## src/rtl/median_pkg.sv

```systemverilog
// Shared types and helpers for blocks that time-share one MEDIAN sorting unit.
package median_pkg;

    typedef enum logic [1:0] {
        IDLE,
        FEED,
        WAIT,
        GAP
    } state_t;

    localparam int unsigned WIN_LEN = 9;
    localparam int unsigned RR_MAX  = 16;

    // Next requester after 'last' (wrapping modulo n) whose request bit is set.
    // Returns 'last' unchanged when nothing is requested.
    function automatic logic [3:0] rr_pick(input logic [RR_MAX-1:0] req,
                                           input logic [3:0]        last,
                                           input int unsigned       n);
        logic [3:0] pick;
        logic       found;
        logic [4:0] s;
        pick  = last;
        found = 1'b0;
        for (int unsigned i = 1; i <= RR_MAX; i++) begin
            s = {1'b0, last} + 5'(i);
            if (s >= 5'(n))
                s = s - 5'(n);
            if (!found && (i <= n) && req[s[3:0]]) begin
                pick  = s[3:0];
                found = 1'b1;
            end
        end
        return pick;
    endfunction

endpackage

```

## src/rtl/rr_arbiter.sv

```systemverilog
// Round-robin requester pick with a registered last-grant pointer.
module rr_arbiter
    import median_pkg::*;
#(
    parameter int unsigned NREQ = 4,
    parameter int unsigned IDW  = $clog2(NREQ)
) (
    input  logic            CLK,
    input  logic            nRST,
    input  logic [NREQ-1:0] req,
    input  logic            take,
    output logic            any,
    output logic [IDW-1:0]  pick
);

    logic [IDW-1:0]    last;
    logic [RR_MAX-1:0] req_ext;

    always_comb begin
        req_ext            = '0;
        req_ext[NREQ-1:0]  = req;
        any                = |req;
        pick               = IDW'(rr_pick(req_ext, 4'(last), NREQ));
    end

    // Pointer starts at the top index so requester 0 wins first after reset.
    always_ff @(posedge CLK or negedge nRST) begin
        if (!nRST)
            last <= IDW'(NREQ - 1);
        else if (take)
            last <= pick;
    end

endmodule

```

## src/rtl/median_arbiter.sv

```systemverilog
// Time-shares one 9-sample MEDIAN unit between NREQ requesters (round-robin),
// streaming each captured window as one DSI burst and returning the tagged result.
module median_arbiter
    import median_pkg::*;
#(
    parameter int unsigned W       = 8,
    parameter int unsigned NREQ    = 4,
    parameter int unsigned TIMEOUT = 64,
    parameter int unsigned IDW     = $clog2(NREQ)
) (
    input  logic                    CLK,
    input  logic                    nRST,
    input  logic [NREQ-1:0]         REQ,
    input  logic [NREQ*9*W-1:0]     WIN,
    output logic [NREQ-1:0]         ACK,
    output logic [W-1:0]            MED_DI,
    output logic                    MED_DSI,
    input  logic [W-1:0]            MED_DO,
    input  logic                    MED_DSO,
    output logic [W-1:0]            RES,
    output logic                    RES_VLD,
    output logic [IDW-1:0]          RES_ID,
    output logic                    BUSY,
    output logic                    ERR
);

    localparam int unsigned WDW = $clog2(TIMEOUT + 1);

    state_t          state_q, state_d;
    logic [W-1:0]    win_a  [NREQ][WIN_LEN];
    logic [W-1:0]    samp_q [WIN_LEN];
    logic [W-1:0]    samp_d [WIN_LEN];
    logic [3:0]      k_q, k_d;
    logic [WDW-1:0]  wd_q, wd_d;

    logic [NREQ-1:0] ack_d;
    logic            dsi_d;
    logic [W-1:0]    di_d;
    logic [W-1:0]    res_d;
    logic            vld_d;
    logic [IDW-1:0]  id_d;
    logic            err_d;

    logic            any;
    logic            take;
    logic [IDW-1:0]  pick;

    rr_arbiter #(
        .NREQ (NREQ),
        .IDW  (IDW)
    ) u_rr (
        .CLK  (CLK),
        .nRST (nRST),
        .req  (REQ),
        .take (take),
        .any  (any),
        .pick (pick)
    );

    always_comb begin
        for (int unsigned i = 0; i < NREQ; i++)
            for (int unsigned k = 0; k < WIN_LEN; k++)
                win_a[i][k] = WIN[(i*WIN_LEN + k)*W +: W];
    end

    // Sample 0 goes out on the grant edge itself, so FEED holds samples 0..8
    // with k_q pointing at the sample currently on MED_DI.
    always_comb begin
        state_d = state_q;
        samp_d  = samp_q;
        k_d     = k_q;
        wd_d    = wd_q;
        ack_d   = '0;
        dsi_d   = 1'b0;
        di_d    = MED_DI;
        res_d   = RES;
        vld_d   = 1'b0;
        id_d    = RES_ID;
        err_d   = 1'b0;
        take    = 1'b0;

        case (state_q)
            IDLE: begin
                if (any) begin
                    take        = 1'b1;
                    samp_d      = win_a[pick];
                    id_d        = pick;
                    ack_d[pick] = 1'b1;
                    dsi_d       = 1'b1;
                    di_d        = win_a[pick][0];
                    k_d         = '0;
                    state_d     = FEED;
                end
            end
            FEED: begin
                if (k_q < 4'(WIN_LEN - 1)) begin
                    dsi_d = 1'b1;
                    di_d  = samp_q[k_q + 4'd1];
                    k_d   = k_q + 4'd1;
                end else begin
                    k_d     = '0;
                    wd_d    = '0;
                    state_d = WAIT;
                end
            end
            WAIT: begin
                if (MED_DSO) begin
                    res_d   = MED_DO;
                    vld_d   = 1'b1;
                    state_d = GAP;
                end else if (wd_q == WDW'(TIMEOUT - 1)) begin
                    err_d   = 1'b1;
                    state_d = GAP;
                end else begin
                    wd_d = wd_q + 1'b1;
                end
            end
            GAP: begin
                state_d = IDLE;
            end
            default: begin
                state_d = IDLE;
            end
        endcase
    end

    always_ff @(posedge CLK or negedge nRST) begin
        if (!nRST) begin
            state_q <= IDLE;
            for (int unsigned k = 0; k < WIN_LEN; k++)
                samp_q[k] <= '0;
            k_q     <= '0;
            wd_q    <= '0;
            ACK     <= '0;
            MED_DSI <= 1'b0;
            MED_DI  <= '0;
            RES     <= '0;
            RES_VLD <= 1'b0;
            RES_ID  <= '0;
            ERR     <= 1'b0;
            BUSY    <= 1'b0;
        end else begin
            state_q <= state_d;
            samp_q  <= samp_d;
            k_q     <= k_d;
            wd_q    <= wd_d;
            ACK     <= ack_d;
            MED_DSI <= dsi_d;
            MED_DI  <= di_d;
            RES     <= res_d;
            RES_VLD <= vld_d;
            RES_ID  <= id_d;
            ERR     <= err_d;
            BUSY    <= (state_d != IDLE);
        end
    end

endmodule

```

## config.mk

```make
export PLATFORM = sky130hd
export DESIGN_NAME = median_arbiter
export DESIGN_NICKNAME = d
export VERILOG_FILES = /design/src/rtl/median_pkg.sv /design/src/rtl/rr_arbiter.sv /design/src/rtl/median_arbiter.sv
export SDC_FILE = /design/constraint.sdc
export NUM_CORES = 1
export LEC_CHECK = 0
export ABC_AREA = 1
export BUFFER_PORTS_ARGS = -buffer_cell sky130_fd_sc_hd__buf_4
export CORE_MARGIN = 2
export CORE_UTILIZATION = 50
export CTS_BUF_LIST = sky130_fd_sc_hd__clkbuf_8
export CTS_CLUSTER_DIAMETER = 150
export DETAILED_ROUTE_END_ITERATION = 8
export GPL_TIMING_DRIVEN = 1
export PLACE_DENSITY_LB_ADDON = 0.12
export SYNTH_ARGS = -nofsm -noshare
export SYNTH_HDL_FRONTEND = slang
export SYNTH_SLANG_ARGS = --single-unit
export TNS_END_PERCENT = 1
```

## constraint.sdc

```tcl
create_clock -name CLK -period 5.8 [get_ports CLK]
set_input_delay 1.74 -clock CLK [delete_from_list [all_inputs] [get_ports CLK]]
set_output_delay 1.74 -clock CLK [all_outputs]
set_load 0.01 [all_outputs]
```

==> impl_metrics.json <==
{
  "skew_ps": 15.0,
  "crit_fanout": 69,
  "cts_setup_buffers": 0,
  "ys_ff_latch": 113,
  "min_period_over_period_pct": 65.9,
  "drc": 0,
  "vias": 8815,
  "ys_warn_count": 0,
  "overflow": 0,
  "die_x_um": 133,
  "syn_nets": 1524,
  "path_cells": "buf_4 -> nor4_1 -> nor2_4 -> inv_2 -> nand2_1 -> nand2_1",
  "p_leak_uw": 0.00609,
  "syn_area_um2": 8290,
  "nets": 1805,
  "postSynthAreaPerCell_um2": 6.83,
  "port_buffers": 328,
  "cts_tree": "yes",
  "slew_headroom_pct": 24.2,
  "maxCapViolCount": 0,
  "cts_resized": 0,
  "crit_start": "REQ[1]",
  "dp_hpwl_um": 17900,
  "ir_drop_uv": 918,
  "fmax_mhz": 262,
  "antenna_left": 0,
  "required_ps": 6180,
  "finalSetupViolations": 0,
  "cts_buffer_depth": 2,
  "die_h_um": 133,
  "cp.arrival_ps": 4200,
  "yosysUniqueCellTypes": 38,
  "dieArea_um2": 17600,
  "hold_start": "samp_q[37]$_DFFE_PN0P_",
  "fin_util_pct": 67.9,
  "fin_crit_ps": 3820,
  "wl_per_cell_um": 13.9,
  "grtUsageTotal_pct": 27.7,
  "syn_to_final_growth_pct": 34.4,
  "p_seq_share_pct": 16.7,
  "dr.first_iter.drc_count": 659,
  "crit_slowest_cell": "inv_2",
  "numCtsBuffers": 17,
  "crit_type": "input port to register",
  "final.setup.tns_ps": 0,
  "endpoint_kind": "register",
  "cts-hold-fix-buffers": 0,
  "grt_first_pass_wirelength_um": 40000,
  "cp_common_cell": "nand2_1",
  "final_layout_size_suffix_gt1_share_pct": 29.3,
  "p_comb_share_pct": 73.9,
  "cts_root_buf": "clkbuf_8",
  "slew_viol_final": 0,
  "clk_latency_ps": 440,
  "worstSetupStartpointType": "input port",
  "dr.pass1.iters": 7,
  "powerDensity_nw_per_um2": 752,
  "num_rows": 47,
  "rsz0062_at_grt": "no",
  "rr_startpoint": "u_rr.last[0]$_DFFE_PN1P_",
  "first_global_vias": 8321,
  "ios": 329,
  "p_total_uw": 8370,
  "p_int_uw": 3730,
  "hp-class": "register to register",
  "clockPowerShare_pct": 9.4,
  "clk_pin_slew_ps": 70,
  "grt_max_degree": 146,
  "diodes": 0,
  "core_um2": 16400,
  "cts.sinks": 113,
  "cts-htree-levels": 4,
  "start_util_pct": 50.5,
  "synth_area_leaders": "dfrtp_1 34%, nand2_1 22%, o211ai_1 7.8%, o211ai_2 7.4%, inv_1 7.2%",
  "via_per_inst": 5.10,
  "yosysTopAreaCellShare_pct": 33.5,
  "yosysTopAreaCell": "dfrtp_1",
  "grt_antenna_before_repair": 0,
  "synth_seq_area_share_pct": 34.1,
  "hold_viol": 0,
  "max_stage_delay_ps": 910,
  "netlist_instances": 1213,
  "place_congestion": 0.895,
  "regToRegSetupSlack_ps": 2340,
  "switching_power_uw": 4640,
  "p_sw_share_pct": 55.4,
  "status": "completed",
  "tightest_slew_ps": 1140,
  "totalWireLength_um": 24100
}
[cell usage in the layout, fill, tap and decap left out, types with 8 or more instances in the layout]
| master | Yosys | final |
|---|---|---|
| a21oi_1 | 34 | 34 |
| buf_4 | 2 | 335 |
| clkbuf_8 | 0 | 17 |
| dfrtp_1 | 111 | 111 |
| ha_1 | 8 | 8 |
| inv_1 | 160 | 161 |
| nand2_1 | 486 | 486 |
| nand3_1 | 58 | 58 |
| nor2_1 | 49 | 48 |
| o211ai_1 | 86 | 86 |
| o211ai_2 | 49 | 49 |
| o21ai_0 | 41 | 41 |
[layer usage]
| metal | GRT usage (%) | wire length [um] | vias to the layer above |
|---|---|---|---|
| met3 | 5.44 | 1800 | 33 |
| li1 | - | - | 4469 |
| met5 | 0 | 0 | - |
| met1 | 37.7 | 10500 | 3942 |
| met4 | 7.17 | 379 | 0 |
| met2 | 45.3 | 11400 | 371 |
[cell type report]
| class | count | area, um^2 |
|---|---|---|
| well taps | 220 | 275 |
| clock buffers | 17 | 234 |
| repair buffers | 336 | 2530 |
| fillers | 1498 | 5270 |
| inverters | 169 | 639 |
| flip-flops and latches | 113 | 2830 |
| clock inverters | 15 | 184 |
| multi-input cells | 857 | 4440 |
[critical path, delay by kind of cell]
| family | cells | cell delay, ps |
|---|---|---|
| AND/OR/NAND/NOR | 4 | 1360 |
| buffers and inverters | 2 | 1040 |
[state kept, by name, indices dropped and copies added (netlist names)]
signal and count:
wd_q 7, BUSY 1, k_q 4, MED_DSI 1
MED_DI 8, RES 8, u_rr.last 2, RES_VLD 1
samp_q 72, RES_ID 2, ERR 1, state_q 2
ACK 4
[synthesized netlist by cell type (all sizes together)]
| cell type | count |
|---|---|
| a211oi | 1 |
| a21oi | 34 |
| and3 | 1 |
| buf | 41 |
| clkbuf | 33 |
| clkinv | 4 |
| dfrtp | 111 |
| dfstp | 2 |
| ha | 8 |
| inv | 165 |
| nand2 | 492 |
| nand3 | 62 |
| nand4 | 6 |
| nor2 | 52 |
| nor3 | 5 |
| nor4 | 1 |
| o211ai | 135 |
| o21ai | 48 |
| o221ai | 7 |
| o22ai | 3 |
| xnor2 | 2 |
[power groups by stage]
stage                     logic, uW  registers, uW  clock network (uW)
final                          6190           1400                 786
after global routing           7000           1430                 836
after CTS                      6210           1390                 792
after detailed placement       6180           1400                   0
after global placement         6110           1400                   0
after floorplan                5090           1350                   0
[cells by family after synthesis]
group                      count (synthesis)  synth area share [%]
adders and majority gates                  8                  1.21
buffers and inverters                    243                  12.6
DFF                                      113                  34.1
AOI/OAI and AO/OA                        228                  21.2
xor gates and xnor gates                   2                 0.211
and+or+nand+nor                          619                  30.6
[per-stage QoR]
step           setup slack (ps)  hold slack [ps]  instances  area, um^2
2_1_floorplan              2690              444       1213        8290
3_3_place_gp               1600              457       1695       10700
3_5_place_dp               1540              462       1695       10700
4_1_cts                    2000              481       1727       11100
5_1_grt                    1740              499       1727       11100
6_report                   1980              481       1727       11100
[worst paths after layout]
kind	to	cells past startpoint
max in group asynchronous	samp_q[58]$_DFFE_PN0P_	2
min in group asynchronous	ACK[1]$_DFF_PN0_	1
min reg2reg	samp_q[37]$_DFFE_PN0P_	2
min	samp_q[37]$_DFFE_PN0P_	2
max reg2reg	samp_q[3]$_DFFE_PN0P_	14
max	samp_q[23]$_DFFE_PN0P_	6
Note: power is estimated with default switching activity, not from simulation.
